--- src/rtl/pipe_arb.sv ---
// Round-robin arbiter feeding a fixed-latency shared pipe, with per-requester
// credit limits, response routing by tag shift register, drain control and error flag.
module pipe_arb #(
  parameter int WIDTH   = 8,
  parameter int DEPTH   = 4,
  parameter int NREQ    = 4,
  parameter int MAX_OUT = 2
) (
  input  logic                  clk,
  input  logic                  reset_n,
  input  logic [NREQ-1:0]       req,
  input  logic [NREQ*WIDTH-1:0] req_data,
  output logic [NREQ-1:0]       gnt,
  output logic                  pipe_valid_in,
  output logic [WIDTH-1:0]      pipe_data_in,
  input  logic                  pipe_valid_out,
  input  logic [WIDTH-1:0]      pipe_data_out,
  output logic [NREQ-1:0]       rsp_valid,
  output logic [WIDTH-1:0]      rsp_data,
  input  logic                  flush_req,
  output logic                  flush_done,
  output logic                  busy,
  output logic                  err
);
  localparam int IDW = (NREQ > 1) ? $clog2(NREQ) : 1;
  localparam int CW  = $clog2(MAX_OUT + 1);
  localparam int FW  = $clog2(DEPTH + 1);

  typedef enum logic [1:0] {IDLE, RUN, DRAIN} state_t;

  state_t          state, state_d;
  logic [IDW-1:0]  rr_ptr;
  logic [CW-1:0]   outstanding   [NREQ];
  logic [CW-1:0]   outstanding_d [NREQ];
  logic [FW-1:0]   inflight, inflight_d;
  logic            tag_v  [DEPTH];
  logic [IDW-1:0]  tag_id [DEPTH];

  logic            rsp, can_grant, found, err_set;
  logic [NREQ-1:0] elig;
  logic [IDW-1:0]  gnt_id;

  // Responses are steered by the tag that entered the pipe alongside the payload.
  always_comb begin
    rsp = pipe_valid_out && reset_n;
    for (int i = 0; i < NREQ; i++)
      rsp_valid[i] = rsp && (tag_id[DEPTH-1] == IDW'(i));
  end

  assign rsp_data = pipe_data_out;

  // A response returning this cycle frees its credit, so issue can overlap it.
  always_comb begin
    // NOTE: every combinational output gets a default first so no path infers a latch.
    found        = 1'b0;
    gnt_id       = '0;
    gnt          = '0;
    pipe_data_in = '0;
    for (int i = 0; i < NREQ; i++)
      elig[i] = req[i] && ((outstanding[i] < CW'(MAX_OUT)) || rsp_valid[i]);
    can_grant = (state == RUN) && !flush_req && ((inflight < FW'(DEPTH)) || rsp);
    for (int i = 0; i < NREQ; i++)
      if (!found && elig[i] && (IDW'(i) >= rr_ptr)) begin
        found  = 1'b1;
        gnt_id = IDW'(i);
      end
    for (int i = 0; i < NREQ; i++)
      if (!found && elig[i]) begin
        found  = 1'b1;
        gnt_id = IDW'(i);
      end
    if (can_grant && found)
      gnt = NREQ'(1) << gnt_id;
    for (int i = 0; i < NREQ; i++)
      if (gnt[i]) pipe_data_in = req_data[i*WIDTH +: WIDTH];
  end

  assign pipe_valid_in = |gnt;

  always_comb begin
    err_set    = (rsp != tag_v[DEPTH-1]);
    inflight_d = inflight;
    for (int i = 0; i < NREQ; i++) begin
      outstanding_d[i] = outstanding[i];
      case ({gnt[i], rsp_valid[i]})
        2'b10:   if (outstanding[i] == CW'(MAX_OUT)) err_set = 1'b1;
                 else outstanding_d[i] = outstanding[i] + 1'b1;
        2'b01:   if (outstanding[i] == '0) err_set = 1'b1;
                 else outstanding_d[i] = outstanding[i] - 1'b1;
        default: ;
      endcase
    end
    case ({pipe_valid_in, rsp})
      2'b10:   if (inflight == FW'(DEPTH)) err_set = 1'b1;
               else inflight_d = inflight + 1'b1;
      2'b01:   if (inflight == '0) err_set = 1'b1;
               else inflight_d = inflight - 1'b1;
      default: ;
    endcase
  end

  // Drain exits once the last response has been accounted for this cycle.
  always_comb begin
    state_d = state;
    if (flush_req && (state != DRAIN))
      state_d = DRAIN;
    else
      case (state)
        IDLE:    if (|req) state_d = RUN;
        RUN:     if ((req == '0) && (inflight == '0)) state_d = IDLE;
        DRAIN:   if (inflight_d == '0) state_d = IDLE;
        default: state_d = IDLE;
      endcase
  end

  assign busy = (inflight != '0) || (state != IDLE);

  always_ff @(posedge clk or negedge reset_n) begin
    if (!reset_n) begin
      state      <= IDLE;
      rr_ptr     <= '0;
      inflight   <= '0;
      err        <= 1'b0;
      flush_done <= 1'b0;
      for (int i = 0; i < NREQ; i++) outstanding[i] <= '0;
      // NOTE: the tag stages are control state, so they are cleared like any flop;
      // a reset mid-stream therefore discards in-flight tags.
      for (int s = 0; s < DEPTH; s++) begin
        tag_v[s]  <= 1'b0;
        tag_id[s] <= '0;
      end
    end else begin
      // NOTE: non-blocking assignments so every flop samples pre-edge values.
      state      <= state_d;
      inflight   <= inflight_d;
      err        <= err | err_set;
      flush_done <= (state == DRAIN) && (state_d == IDLE);
      for (int i = 0; i < NREQ; i++) outstanding[i] <= outstanding_d[i];
      if (pipe_valid_in)
        rr_ptr <= (gnt_id == IDW'(NREQ-1)) ? '0 : gnt_id + 1'b1;
      tag_v[0]  <= pipe_valid_in;
      tag_id[0] <= pipe_valid_in ? gnt_id : '0;
      for (int s = 1; s < DEPTH; s++) begin
        tag_v[s]  <= tag_v[s-1];
        tag_id[s] <= tag_id[s-1];
      end
    end
  end

endmodule

--- config.mk ---
export PLATFORM = sky130hd
export DESIGN_NAME = pipe_arb
export DESIGN_NICKNAME = d
export VERILOG_FILES = /design/src/rtl/pipe_arb.sv
export SDC_FILE = /design/constraint.sdc
export NUM_CORES = 1
export LEC_CHECK = 0
export CORE_ASPECT_RATIO = 1.1
export CORE_UTILIZATION = 42
export CTS_CLUSTER_DIAMETER = 60
export CTS_CLUSTER_SIZE = 30
export DETAILED_ROUTE_END_ITERATION = 10
export GPL_TIMING_DRIVEN = 0
export PLACE_DENSITY_LB_ADDON = 0.15
export SYNTH_ARGS = -nofsm -noshare
export SYNTH_HDL_FRONTEND = slang
export SYNTH_SLANG_ARGS = --single-unit
--- constraint.sdc ---
create_clock -name clk -period 3.35 [get_ports clk]
set_input_delay 0.67 -clock clk [delete_from_list [all_inputs] [get_ports clk]]
set_output_delay 0.67 -clock clk [all_outputs]
set_load 0.02 [all_outputs]
# After elaboration in Yosys (flattened, before gate mapping)
# Cells that the tools add are included.
[totals]
memories = 0
ramBits = 0
register_bits = 29
latch_bits = 0
rom_bits = 0
elab_cells = 189
in_bits = 48
[op_classes]
div = 0
n_eq_ne = 31
mul = 0
order_cmp = 9
addsub = 11
n_shift = 1
reduce_logical = 62
n_mux = 57
bitwise = 1
[op_table]
columns = ["operator", "n"]
rows = [
  ["2-bit two-way mux", 20],
  ["8-bit two-way mux", 4],
  ["2-bit equality test, second input constant", 13],
  ["1-bit logical AND", 26],
  ["1-bit two-way mux", 19],
  ["2-bit != test, second input constant", 9],
  ["2-bit case mux with 2 select lines", 4],
  ["2-bit by 1-bit equality test with 1-bit output, second input constant", 7],
  ["2-bit zero test", 7],
  ["3-bit AND reduction", 4],
  ["2-bit by 1-bit adder with 2-bit output, second input constant", 5],
  ["1-bit case mux with 2 select lines", 5],
  ["2-bit nonzero test", 5],
  ["1-bit zero test", 8],
  ["2-bit less-than comparator, second input constant", 4],
  ["4-bit OR reduction", 2],
  ["2-bit by 1-bit subtractor with 2-bit output, second input constant", 4],
  ["3-bit zero test", 2],
  ["1-bit logical OR", 6],
  ["3-bit two-way mux", 2],
  ["2-bit case mux with 3 select lines", 1],
  ["3-bit case mux with 2 select lines", 1],
  ["1-bit by 2-bit >= comparator with 1-bit output, first input constant", 2],
  ["2-bit >= comparator, first input constant", 2],
  ["other kinds (10)", 10],
]

# Logic depth before layout (Yosys ltp)
# Gate-level depths: netlist of run 1.
[logic_depth]
ltp_word = 43
depth_mapped = 22
ltp_nobuf = 20

# Worst setup path before layout of run 1
# OpenSTA, ideal clock, no wires.
[synth_timing]
kind = "input-to-reg"
startpoint = "in pipe_valid_out"
endpoint = "reg state[1]"
t_required_ns = 3.218
arrival_ns = 3.953
path_buffers = 2
cell_stages = 22
setup_time_ns = 0.132
slack_ns = -0.736
path_cell_list = "nand2_2 or3_4 inv_2 o21ai_1 o22ai_1 a31oi_4 and2_1 buf_4 inv_2 ha_1 nor2_1 a31oi_4 inv_1 ha_1 clkbuf_1 mux2_2 a21oi_1 nor2_1 nor2_1 nand2_1 nor4b_1 nor2_1"
[synth_between]
elab_chain_len = 39
[synth_rtl]
columns = ["element", "line_no", "rtl"]
rows = [
  ["start, declared", "16", "input logic pipe_valid_out,"],
  ["1-bit logical AND *", "45", "rsp = pipe_valid_out && reset_n;"],
  ["1-bit logical AND *", "47", "rsp_valid[i] = rsp && (tag_id[DEPTH-1] == IDW'(i));"],
  ["named net rsp_valid[0]", "18", "output logic [NREQ-1:0] rsp_valid,"],
  ["1-bit logical OR *", "60", "elig[i] = req[i] && ((outstanding[i] < CW'(MAX_OUT)) || rsp_valid[i]);"],
  ["1-bit logical AND *", "60", ""],
  ["1-bit logical AND", "63", "if (!found && elig[i] && (IDW'(i) >= rr_ptr)) begin"],
  ["1-bit two-way mux", "63", ""],
  ["1-bit zero test", "63", ""],
  ["(+26 left out)", "n/a", ""],
  ["named net pipe_valid_in", "14", "output logic pipe_valid_in,"],
  ["2-bit by 1-bit equality test with 1-bit output or 2-bit equality test (tied branches)", "93", "case ({pipe_valid_in, rsp})"],
  ["3-bit case mux with 2 select lines *", "93", ""],
  ["3-bit zero test *", "111", "DRAIN: if (inflight_d == '0) state_d = IDLE;"],
  ["2-bit two-way mux *", "111", ""],
  ["2-bit case mux with 3 select lines *", "108", "case (state)"],
  ["2-bit two-way mux *", "105", "if (flush_req && (state != DRAIN))"],
  ["named net state_d[1]", "31", "state_t state, state_d;"],
  ["end signal, assigned", "134", "state <= state_d;"],
  ["end, declared", "31", ""],
]
# Mark *: on every way through the listed nets, which the timed path passes. The rest lies on a longest branch.
# A chain may end at the register's enable or synchronous reset.

# Worst setup path in the final report of run 1
[layout_timing]
startpoint = "reg tag_id[0] (netlist bit)"
endpoint = "out pipe_data_in[0]"
[layout_between]
elab_chain_len = 36
[layout_rtl]
columns = ["element", "line_no", "rtl"]
rows = [
  ["start, declared", "37", "logic [IDW-1:0] tag_id [DEPTH];"],
  ["start signal, assigned by index", "145", "tag_id[s] <= tag_id[s-1];"],
  ["2-bit zero test", "47", ""],
  ["1-bit logical AND", "47", ""],
  ["1-bit logical OR", "60", ""],
  ["1-bit logical AND", "60", ""],
  ["1-bit logical AND", "63", ""],
  ["1-bit two-way mux", "63", ""],
  ["1-bit zero test", "63", ""],
  ["1-bit logical AND (2 in series)", "63", ""],
  ["(+17 left out)", "n/a", ""],
  ["1-bit two-way mux", "68", "if (!found && elig[i]) begin"],
  ["1-bit zero test", "68", ""],
  ["1-bit logical AND", "68", ""],
  ["2-bit two-way mux or 1-bit two-way mux (tied branches)", "68", ""],
  ["1-bit by 2-bit << shifter with 4-bit output or 1-bit logical AND (tied branches)", "73, 72", ""],
  ["4-bit two-way mux *", "72", "if (can_grant && found)"],
  ["8-bit two-way mux (3 in series)", "75", "if (gnt[i]) pipe_data_in = req_data[i*WIDTH +: WIDTH];"],
  ["8-bit two-way mux *", "75", ""],
  ["end, declared", "15", "output logic [WIDTH-1:0] pipe_data_in,"],
]
# Every way passes the cells marked *; elsewhere a longest branch is shown, timed or not.

==> qor.csv, run 1 <==
stage,metric,value,unit
detailed_routing,avgViaCountPerCell,5.495,
place,dp_hpwl,4.276,mm
detailed_routing,drc,0,
worst_setup_path,critPathKind,reg2out,
synth,synthCells,250,
synth,ys.flop_type,dfrtp_1,
outcome,violations,negative setup slack,
worst_setup_path,crit_top_cell,buf_4,
sta,setup_violations,11,
worst_setup_path,r2r_slack,-0.22,ns
floorplanning,dieArea,5656,µm²
sta,max_freq,0.2782,GHz
cts,cts-hold-fix-buffers,0,
floorplanning,die_h,78.78,µm
worst_setup_path,cp_slowest_cell,dfrtp_1,
global_route,grt_util_all_layers,0.2535,
flow_run,maxCapViolCount,0,
worst_setup_path,crit_required,2.68,ns
place,place_congestion,0.7692,
sta,period_minus_slack,3.595,ns
cts,cts_buffer_depth,2,
global_route,overflow,0,
global_route,antenna_found_initial,0,
synth,synth-async-reset-ratio,1.000,
cts,clockRootBuffer,clkbuf_8,
sta,maxSlewViolCount,0,
cts,cts_buffers,5,
worst_setup_path,r2r_end,state[1],
synth,yosysSeqAreaShare,0.3224,
synth,yosysTopAreaCell,dfrtp_1,
detailed_routing,ant_nets,0,
synth,synth.area.top_cells,"dfrtp_1, ha_1, mux2i_1, inv_1, nor2_1",
global_route,grt_busiest_layer,met2,
sta,post-route-period-util,1.073,
worst_setup_path,reg2reg_depth,18,
sta,post-route-worst-setup-slack,-0.2447,ns
cts,htree_levels,2,
global_route,grt_max_degree,17,
worst_hold_path,hp-class,in2async,
floorplanning,row_count,27,
sta,slew_headroom,0.6865,
global_route,grt_use_met2,0.4566,
outcome,outcome,finished with violations,
detailed_routing,firstDrtPassIters,4,
synth,synth_seq_cells,29,
power_and_ir_drop,powerDensity,522.6,nW/µm²
cts,clock-sinks,29,
synth,synth_nets,313,
worst_setup_path,timing.rr.start,tag_id[0],
floorplanning,start_util,0.4442,
worst_setup_path,cp_top_family,compound AO/OA/AOI/OAI gates,
worst_setup_path,path_buf_inv,6,
worst_setup_path,max_stage_delay,0.42,ns
sta,worst_pin_slew,0.4703,ns
synth,syn_area,2251,µm²
worst_setup_path,cp_cell_sequence,nand4b_1 > a21boi_2 > buf_4 > nor2_2 > a311oi_4 > buf_4 > ha_4 > buf_4 > inv_8 > clkbuf_16 > a31oi_4 > o32ai_4 > buf_6,
detailed_routing,wirelength,7.281,mm
cts,clk_pin_slew,0.08,ns
final_layout,nFillCells,334,
place,place_area,3192,µm²
worst_setup_path,startpoint_type,flip-flop,
floorplanning,core_area,5067,µm²
cts,clkLatencyLatePin,0.29,ns
global_route,grtUsageMet1,0.2900,
floorplanning,ioPinCount,76,
floorplanning,die_w,71.80,µm
worst_setup_path,critPathMaxFanout,5,
global_route,grt_pass1_vias,2331,
final_layout,drive_gt1_frac,0.3850,
power_and_ir_drop,p_total,2.071,mW
detailed_routing,wire_per_inst,16.85,µm
sta,skew,0.009781,ns
synth,yosys_warnings,0,
sta,hold_viol_final,0,
worst_setup_path,cp_data_arrival_time,2.92,ns
detailed_routing,via_count,2374,
final_layout,fin_area,3964,µm²
synth,synth.distinct_cells,55,
cts,cts_tree,built,
global_route,grt.met3_usage,0.04822,
worst_setup_path,worstSetupEndpointType,primary output,
final_layout,area_growth,76.10,%
sta,rsz0062_at_grt,yes,
detailed_routing,drt_iter0_markers,76,
synth,synth-edff-count,0,
power_and_ir_drop,p_leak,1.638,nW
global_route,grt_pass1_wl,11.07,mm
final_layout,diodes,0,
place,port_buffers,67,
place,pre_cts_ws,-1.648,ns
final_layout,finish.net_count,436,
power_and_ir_drop,ir_drop,318.6,µV
synth,syn_avg_cell_area,9.004,µm²
synth,synth.top_cell.area_share,0.3224,
[worst register-to-register path, cell delays in order (launching register included)]
cell      delay [ns]
dfrtp_1         0.42
nand4b_1        0.30
a21boi_2        0.22
buf_4           0.14
nor2_2          0.04
a311oi_4        0.38
buf_4           0.20
ha_4            0.18
nor2_4          0.05
a31oi_4         0.21
inv_2           0.08
ha_4            0.18
mux2_4          0.28
a21oi_2         0.12
nor2_1          0.04
nor2_1          0.12
nand2_1         0.12
nor4b_4         0.31
nor2_1          0.07
[cells in the final DEF (no fill, tap or decap), drive strengths merged, types with 2 or more instances in the layout]
cell type,synthesis,routed
xor2,2,2
mux2,2,2
buf,10,74
nand3,3,3
dlygate4sd2,0,5
xnor2,5,5
a32oi,4,4
a21boi,3,3
a22o,2,2
o21a,2,2
a21oi,14,14
mux2i,8,8
or3,4,4
nor2b,3,3
nand2,17,17
nand4b,2,2
o21ai,18,18
o32ai,5,5
o22ai,2,2
ha,15,15
clkdlybuf4s50,0,48
a31oi,10,10
nor3,8,8
clkinv,0,3
and2,6,6
inv,25,23
dfrtp,29,29
nand4,5,5
clkbuf,5,8
nor2,20,20
a211oi,4,4
nand2b,4,4
[state kept, by name (all words and copies together) (netlist names)]
signal	flops
outstanding	8
tag_id	8
tag_v	4
inflight	3
rr_ptr	2
state	2
err	1
flush_done	1
[per-layer routing]
layer / vias to the layer above / part of all wire / routed length [µm]
met5: - / 0 / 0
met4: 0 / 0.027 / 198
met3: 17 / 0.049 / 359
met2: 98 / 0.54 / 3944
met1: 1115 / 0.38 / 2778
li1: 1144 / - / -
[synthesized netlist by cell type, types with 2 or more instances]
library cell / count
o21ai_0: 12
o32ai_1: 4
nand2b_1: 4
xor2_1: 2
or3_1: 3
o21a_1: 2
and2_1: 6
a211oi_1: 4
nor2_1: 20
a21boi_2: 2
a32oi_1: 4
dfrtp_1: 29
a22o_1: 2
a31oi_1: 8
nor2b_1: 3
mux2i_1: 8
clkbuf_1: 5
o21ai_4: 2
nand4b_1: 2
nand4_1: 5
a31oi_4: 2
buf_4: 9
o21ai_1: 2
inv_1: 20
o21ai_2: 2
nand3_1: 3
ha_1: 15
o22ai_1: 2
inv_2: 4
a21oi_1: 13
nand2_1: 15
nor3_1: 8
nand2_2: 2
xnor2_1: 5
[power breakdown]
part	total [mW]	internal (mW)	switching, mW
registers	0.502	0.424	0.0775
clock network	0.375	0.222	0.153
logic	1.19	0.594	0.601
total	2.07	1.24	0.831
[worst max-delay path by stage]
stage,from,end,cells past startpoint
3_5_place_dp,reset_n,pipe_data_in[0],15
6_report,tag_id[0],pipe_data_in[0],13
2_1_floorplan,pipe_valid_out,state[1],22
4_1_cts,reset_n,pipe_data_in[4],14
3_3_place_gp,reset_n,pipe_data_in[0],14
5_1_grt,tag_id[0],state[1],18
[timing repair]
| item | CTS | global route |
|---|---|---|
| cloned | 2 | 0 |
| resized for setup | 111 | 26 |
| pin swaps | 23 | 23 |
| endpoints found under the setup margin | 28 | 17 |
| setup buffers | 37 | 14 |
[per-stage QoR]
| step | setup TNS, ns | std cells | hold slack, ns | utilization |
|---|---|---|---|---|
| finish | -2.127 | 432 | 0.3096 | 0.7822 |
| CTS | -1.172 | 419 | 0.3131 | 0.7531 |
| global route | -3.231 | 432 | 0.3015 | 0.7822 |
| detailed placement | -29.26 | 375 | 0.3347 | 0.6299 |
| global placement | -64.63 | 375 | 0.3323 | 0.6309 |
| floorplan | -2.182 | 250 | 0.3312 | - |
[logic make-up (layout without fill, tap and decap cells)]
family	count (synthesis)	count (layout)	synth area share
compound gates	72	72	0.2607
xor+xnor	7	7	0.02724
fa+ha+maj	16	16	0.08838
buf+inv	40	164	0.08282
flops	29	29	0.3224
mux	10	10	0.04558
simple gates	76	76	0.1729
[layout make-up]
| cell class | count | area, µm² | area share |
|---|---|---|---|
| buffer | 12 | 97.59 | 0.02462 |
| sequential | 29 | 725.7 | 0.1831 |
| clock inverter | 3 | 46.29 | 0.01168 |
| multi-input combinational | 181 | 1719 | 0.4337 |
| tap | 58 | 72.57 | 0.01831 |
| timing repair buffer | 119 | 1117 | 0.2819 |
| inverter | 25 | 116.4 | 0.02936 |
| clock buffer | 5 | 68.82 | 0.01736 |
Note: power is estimated with default switching activity, not from simulation.
==> inputs of run 2 (changes only) <==
--- a/config.mk
+++ b/config.mk
@@ -5,8 +5,9 @@
 export SDC_FILE = /design/constraint.sdc
 export NUM_CORES = 1
 export LEC_CHECK = 0
+export CAP_MARGIN = 20
 export CORE_ASPECT_RATIO = 1.1
-export CORE_UTILIZATION = 42
+export CORE_UTILIZATION = 50
 export CTS_CLUSTER_DIAMETER = 60
 export CTS_CLUSTER_SIZE = 30
 export DETAILED_ROUTE_END_ITERATION = 10
==> constraint.sdc (replaced) <==
create_clock -name clk -period 4.4 [get_ports clk]
set_input_delay 0.88 -clock clk [delete_from_list [all_inputs] [get_ports clk]]
set_output_delay 0.88 -clock clk [all_outputs]
set_load 0.02 [all_outputs]
==> qor.csv, run 2 (synthesis gave the netlist of run 1 again) <==
stage,metric,value,unit,change
final_layout,finalNonFillerCells,388,,-10%
detailed_routing,met3_length,209,µm,-42%
floorplanning,die_h,72.37,µm,-8.1%
sta,post-route-period-util,0.9748,,
place,port_buffers,67,,unchanged
detailed_routing,met1_length,2.364,mm,-15%
sta,rsz0062_at_grt,yes,,
worst_setup_path,critPathMaxFanout,12,,+7
global_route,grt_max_degree,24,,+7
sta,slew_headroom,0.5237,,-0.1627
place,place_area,3004,µm²,-5.9%
cts,cts_buffers,5,,unchanged
cts,clkLatencyLatePin,0.29,ns,about the same
global_route,grt_util_all_layers,0.2526,,-0.0008775
detailed_routing,wire_per_inst,15.42,µm,-8.5%
final_layout,diodes,0,,unchanged
floorplanning,start_util,0.5214,,+0.07725
power_and_ir_drop,ir_drop,207.5,µV,-35%
place,place_congestion,0.7600,,-1.2%
floorplanning,ioPinCount,76,,unchanged
final_layout,fin_area,3282,µm²,-17%
global_route,grt_pass1_vias,2191,,-6.0%
worst_setup_path,cp_slowest_cell,maj3_2,,
detailed_routing,avgViaCountPerCell,5.644,,+2.7%
flow_run,maxCapViolCount,0,,unchanged
final_layout,reg_top3,"outstanding x8, tag_id x8, tag_v x4",,
sta,worst_pin_slew,0.7144,ns,+0.2441 ns
power_and_ir_drop,p_clk_frac,0.229,,+0.048
cts,clock-sinks,29,,unchanged
cts,cts_tree,built,,
detailed_routing,drc,0,,unchanged
worst_setup_path,worstSetupEndpointType,primary output,,
floorplanning,row_count,25,,-7.4%
place,dp.cells,372,,-0.80%
power_and_ir_drop,combinationalPowerShare,0.472,,-0.104
detailed_routing,topRoutingLayerUsed,met4,,
sta,setup_violations,0,,-11
global_route,antenna_found_initial,0,,unchanged
floorplanning,core_area,4317,µm²,-15%
floorplanning,die_w,65.98,µm,-8.1%
cts,clockRootBuffer,clkbuf_8,,
worst_setup_path,max_stage_delay,0.36,ns,-0.06 ns
detailed_routing,drt_iter0_markers,112,,+47%
worst_setup_path,startpoint_type,primary input,,
sta,skew,0.01313,ns,+0.003354 ns
sta,period_minus_slack,4.289,ns,
sta,maxSlewViolCount,0,,unchanged
worst_hold_path,hp-class,reg2reg,,
power_and_ir_drop,p_leak,1.402,nW,-14%
global_route,overflow,0,,unchanged
sta,fin_hold_ws,0.3481,ns,+0.03847 ns
final_layout,layout_commonest_cell,clkdlybuf4s50_1,,
worst_setup_path,crit_top_cell,buf_4,,
detailed_routing,wirelength,5.984,mm,-18%
worst_setup_path,critPathKind,in2out,,
final_layout,drive_gt1_frac,0.2096,,-0.1754
final_layout,fin_util,0.7603,,-0.02193
final_layout,area_growth,45.80,%,
cts,htree_levels,2,,unchanged
power_and_ir_drop,p_seq_frac,0.299,,+0.057
detailed_routing,firstDrtPassIters,4,,unchanged
power_and_ir_drop,p_sw,0.4952,mW,-40%
worst_setup_path,cp_cell_sequence,buf_8 > buf_12 > nand4_1 > a21boi_2 > buf_4 > buf_4 > o22ai_2 > nand2_2 > and2_1 > buf_4 > inv_4 > ha_4 > inv_1 > maj3_2 > o32ai_1 > buf_2,,
final_layout,final_cell_mix,"clkdlybuf4s50_1, dfrtp_1, inv_1, nor2_1, buf_4",,
floorplanning,dieArea,4775,µm²,-16%
detailed_routing,via_count,2190,,-7.8%
cts,clk_pin_slew,0.06,ns,-0.02 ns
worst_setup_path,cp_data_arrival_time,3.41,ns,+0.49 ns
power_and_ir_drop,p_int,0.7824,mW,-37%
final_layout,nFillCells,310,,-7.2%
sta,max_freq,0.2331,GHz,
cts,cts_buffer_depth,2,,unchanged
global_route,grt_pass1_wl,9.280,mm,-16%
place,dp_hpwl,4.451,mm,+4.1%
detailed_routing,wl_met2,3.281,mm,-17%
detailed_routing,ant_nets,0,,unchanged
outcome,outcome,"complete, no violations",,
power_and_ir_drop,switching_share,0.3876,,-0.01359
power_and_ir_drop,powerDensity,389.3,nW/µm²,-26%
worst_setup_path,crit_required,3.52,ns,+0.84 ns
sta,hold_viol_final,0,,unchanged
final_layout,finish.net_count,396,,-9.2%
run 2: power by group through the flow:
stage	logic, mW	registers, mW	clock network (mW)
2_1_floorplan	0.377	0.373	0
3_3_place_gp	0.526	0.378	0
3_5_place_dp	0.540	0.381	0
4_1_cts	0.569	0.379	0.296
5_1_grt	0.658	0.392	0.309
6_report	0.603	0.382	0.293
run 2: area by class of cell:
| class | instances | area [µm²] | share of cell area |
|---|---|---|---|
| tap | 54 | 67.56 | 0.02059 |
| timing repair buffer | 78 | 754.5 | 0.2299 |
| buffer | 13 | 86.33 | 0.02631 |
| clock inverter | 1 | 30.03 | 0.009150 |
| sequential | 29 | 725.7 | 0.2211 |
| inverter | 25 | 101.3 | 0.03088 |
| multi-input combinational | 181 | 1430 | 0.4358 |
| clock buffer | 7 | 86.33 | 0.02631 |
run 2: metrics by stage:
stage / total power, mW / setup TNS [ns] / worst slack (ns)
2_1_floorplan: 0.7498 / 0 / 0.05857
3_3_place_gp: 0.9036 / -41.84 / -2.093
3_5_place_dp: 0.9213 / -21.79 / -1.389
4_1_cts: 1.245 / -0.000007105 / -0.000007105
5_1_grt: 1.359 / -0.01594 / -0.005892
6_report: 1.278 / 0 / 0.1109
run 2: final timing paths:
path                            from               to  slack [ns]  cells after the start
setup / recovery             reset_n  pipe_data_in[1]        0.11                     16
hold reg to reg            tag_id[6]        tag_id[4]        0.35                      0
setup reg to reg           tag_id[0]         state[1]        0.71                     16
min in group asynchronous    reset_n      inflight[1]        0.38                      1
hold / removal             tag_id[6]        tag_id[4]        0.35                      0
max in group asynchronous    reset_n        tag_id[1]        3.70                      2
run 2: repair_timing:
action	4_1_cts	5_1_grt
hold buffers	0	0
buffers inserted	5	4
gates resized for setup	55	20
cloned	0	1
endpoints found under the setup margin	20	14
pin swaps	8	6
run 2: worst max-delay path: cells and delay by family:
kind,cells,cell delay [ns]
AOI/OAI and AO/OA,3,0.54
adders and majority gates,2,0.53
buffers and inverters,8,1.08
and+or+nand+nor,3,0.37
run 2: routing by layer:
| layer | global-route usage | vias to the layer above |
|---|---|---|
| li1 | - | 1063 |
| met1 | 0.2659 | 1053 |
| met2 | 0.4717 | 60 |
| met3 | 0.05503 | 14 |
| met4 | 0.1135 | 0 |
| met5 | 0 | - |
==> variant 1 (flow settings as in run 1) <==
Change the parameter `MAX_OUT` from 2 to 1.
--- a/src/rtl/pipe_arb.sv
+++ b/src/rtl/pipe_arb.sv
@@ -6,3 +6,3 @@
   parameter int NREQ    = 4,
-  parameter int MAX_OUT = 2
+  parameter int MAX_OUT = 1
 ) (
Check against the original RTL: not equivalent (a bounded check fails within 4 cycles, from zero or initial values and one cycle with reset_n low).
==> variant 1 against run 1 <==
The run still ends with negative setup slack left; area after synthesis decreased by 13%; wire length down 23%; final area decreased by 17%; register-to-register slack improved by 0.12 ns; power decreased by 31%; sequential power fell by 21%; clock power shrank 50%; hold slack got worse by 0.037 ns; setup slack gained 0.13 ns; fmax rose by 3.6%; sequential cell count shrank 4; critical endpoint is now pipe_data_in[4]; largest cell class unchanged.
==> variant 1: results (changes against run 1) <==
[logic_synthesis]
synth_seq_cells=25  ; -14%
synth.area.top_cells=dfrtp_1, ha_1, a221oi_1
syn_nets=283  ; -9.6%
syn_inst=218  ; -13%

[clock_network]
cts_made_buffers=3  ; -2

[power_and_ir_drop]
total_leakage_power_nw=1.46  ; -11%
ir_drop_mv=0.303  ; -4.8%

[worst_setup_path]
cp-startpoint=reset_n
path_max_fanout=8  ; +3
r2r-start=tag_id[1]
critical_path_class=primary input to output port
critPathSlowestCell=or2_4

[placed_design]
place_ws_ns=-2.55  ; -0.898 ns
post_dp_cell_area_um2=2790  ; -13%

[sta]
fin_ws_ns=-0.119  ; +0.126 ns
setup-violations-final=11  ; unchanged
tns_ns=-1.05  ; +1.07 ns
finClkSkew_ns=0.00275  ; -0.00703 ns

[finish]
clkCellAreaFrac_pct=1.53  ; -1.4 points
layout-drive-gt1-share_pct=37.3  ; -1.2 points
fillers=309  ; -7.5%

[outcome]
outcome=complete, but fails checks
failed_checks=negative setup slack

[global_route]
grt_usage_pct=22.3  ; -3.1 points
met2_usage_pct=39.6  ; -6.1 points
grtUsageMet1_pct=28.8  ; -0.20 points

[detailed_routing]
wirelength_mm=5.60  ; -23%

## variant 1: cells by family (layout without fill, tap and decap cells)
group                      Yosys count  in the layout  share of synthesized area, %
and+or+nand+nor                     74             74                          20.7
buffers and inverters               34            130                          8.10
muxes                                7              7                          3.64
AOI/OAI and AO/OA                   59             59                          23.9
DFF                                 25             25                          31.9
xor gates and xnor gates             2              2                         0.893
adders and majority gates           17             17                          10.8
## variant 1: repair_timing
item / in CTS / in global routing
pin swaps: 25 / 8
setup endpoints to repair: 32 / 17
buffers inserted: 21 / 5
gates resized for setup: 110 / 22
cloned: 1 / 0
hold endpoints to repair: 0 / 0
## variant 1: where the power goes
group          internal [mW]  switching, mW
Clock                 0.0871          0.100
Sequential             0.345         0.0529
Combinational          0.434          0.418
## variant 1: routing by layer
metal	part of all wire, %	up-vias	routed length (um)
met5	0	-	0
met4	0.64	0	36
met3	3.3	4	182
met2	53	45	2990
met1	43	948	2390
li1	-	969	-
==> variant 2 (settings of run 1) <==
Without the edit above. Encoding of `state_t`: now one-hot (3 bits for 3 states).
--- a/src/rtl/pipe_arb.sv
+++ b/src/rtl/pipe_arb.sv
@@ -28,3 +28,3 @@
 
-  typedef enum logic [1:0] {IDLE, RUN, DRAIN} state_t;
+  typedef enum logic [2:0] {IDLE = 3'b001, RUN = 3'b010, DRAIN = 3'b100} state_t;
 
Check against the original RTL: same outputs for any inputs over 4 cycles, from zero or initial values and one cycle with reset_n low; so few cycles prove little.
==> variant 2 against run 1 <==
The flow still finishes with violations (negative setup slack); power fell by 7.7%; sequential power is 3% higher; final area shrank 2.2%; highest routed layer unchanged; wire length decreased by 4.4%; sequential cell count rose by 1; largest power group unchanged; setup slack better by 0.055 ns; count of clock-buffer cells in the layout unchanged; area after synthesis is 1.1% higher.
==> variant 2: results (changes against run 1) <==
[outcome]
outcome=complete, but fails checks
failed_checks=negative setup slack

[worst_setup_path]
r2r_slack_ns=-0.16  ; +0.06 ns
slowest_delay_ns=0.33  ; -0.09 ns
critical_path_class=primary input to flop
path_max_fanout=7  ; +2
worst_r2r_endpoint=state[0]
critPathSlowestCell=a311oi_4
cp-startpoint=reset_n
crit_arrival_ns=3.76  ; +0.84 ns

[global_route]
grtUsageMet1_pct=30.6  ; +1.6 points
grt_usage_pct=24.2  ; -1.2 points
grt_max_degree=18  ; +1
grt_pass1_wl_mm=10.7  ; -3.8%
grt_pass1_vias=2289  ; -1.8%
grtUsageMet3_pct=4.70  ; -0.13 points
met2_usage_pct=40.7  ; -4.9 points

[clock_network]
cts.repair.resized=91  ; -18%
h-tree-depth=2  ; unchanged
post_cts_buffers=30  ; -19%

[sta]
finClkSkew_ns=0.00206  ; -0.00772 ns
setup-violations-final=12  ; +1
fin_hold_ws_ns=0.296  ; -0.0140 ns
fin_ws_ns=-0.189  ; +0.0555 ns
tns_ns=-1.28  ; +0.847 ns
worst_slew_pin_slew_ns=0.500  ; +0.0293 ns

[worst_hold_path]
hp-class=primary input to asynchronous set/reset pin

[finish]
fillers=328  ; -1.8%
instances_no_fill=450  ; +4.2%
layout-drive-gt1-share_pct=35.7  ; -2.8 points
final_nets=440  ; +0.92%

[logic_synthesis]
synthTopCellsByCount=dfrtp_1, nor2_1, inv_1
syn_nets=324  ; +3.5%
synth-seq-area-share_pct=33.0  ; +0.80 points
synth_compound_area_share_pct=23.3  ; -2.8 points
synth.area.top_cells=dfrtp_1, ha_1, nor2_1
ys.warnings.count=0  ; unchanged
synthMuxAreaShare_pct=4.18  ; -0.38 points
synth_xor_area_share_pct=3.41  ; +0.68 points
synthAdderAreaFrac_pct=8.25  ; -0.59 points

[detailed_routing]
avgRoutedWirePerCell_um=15.5  ; -8.3%
wl_met1_mm=2.93  ; +5.6%
drtIter0Drc=84  ; +11%
wl_met3_um=308  ; -14%
vias=2402  ; +1.2%
top_layer=met4
wl_met2_mm=3.50  ; -11%

[placed_design]
io_buffers=67  ; unchanged
place_ws_ns=-1.73  ; -0.0838 ns
post_dp_cell_area_um2=3150  ; -1.2%
post-place-cells=400  ; +6.7%
hpwl_mm=4.40  ; +3.0%
gp_congestion=0.801  ; +4.1%

[power_and_ir_drop]
total_leakage_power_nw=1.70  ; +4.1%
ir_drop_mv=0.486  ; +52%

## variant 2: cell count changes in the layout (fill, tap and decap cells not counted), sizes merged, moves of 3 or more
cell           run 1  this run
nor2              20        26
a32oi              4         0
nand3              3         7
a31oi             10         5
and3               0         4
o221ai             0         3
clkinv             3         0
nor3               8         5
o32ai              5         2
nand4              5         1
nand2b             4         8
buf               74        64
## variant 2: power breakdown
group | internal, mW | leakage (nW) | switching (mW) | total, mW
clock network | 0.221 | 0.0504 | 0.146 | 0.367
logic | 0.529 | 1.25 | 0.500 | 1.03
registers | 0.432 | 0.400 | 0.0839 | 0.515
## variant 2: area by class of cell
type	count	area (um^2)	share of cell area (%)
Multi-Input combinational cell	193	1650	42.6
Timing Repair Buffer	110	1060	27.3
Sequential cell	30	752	19.4
Inverter	25	115	2.97
Buffer	12	95.1	2.45
Tap cell	72	90.1	2.32
Clock buffer	5	68.8	1.78
Clock inverter	3	45.0	1.16
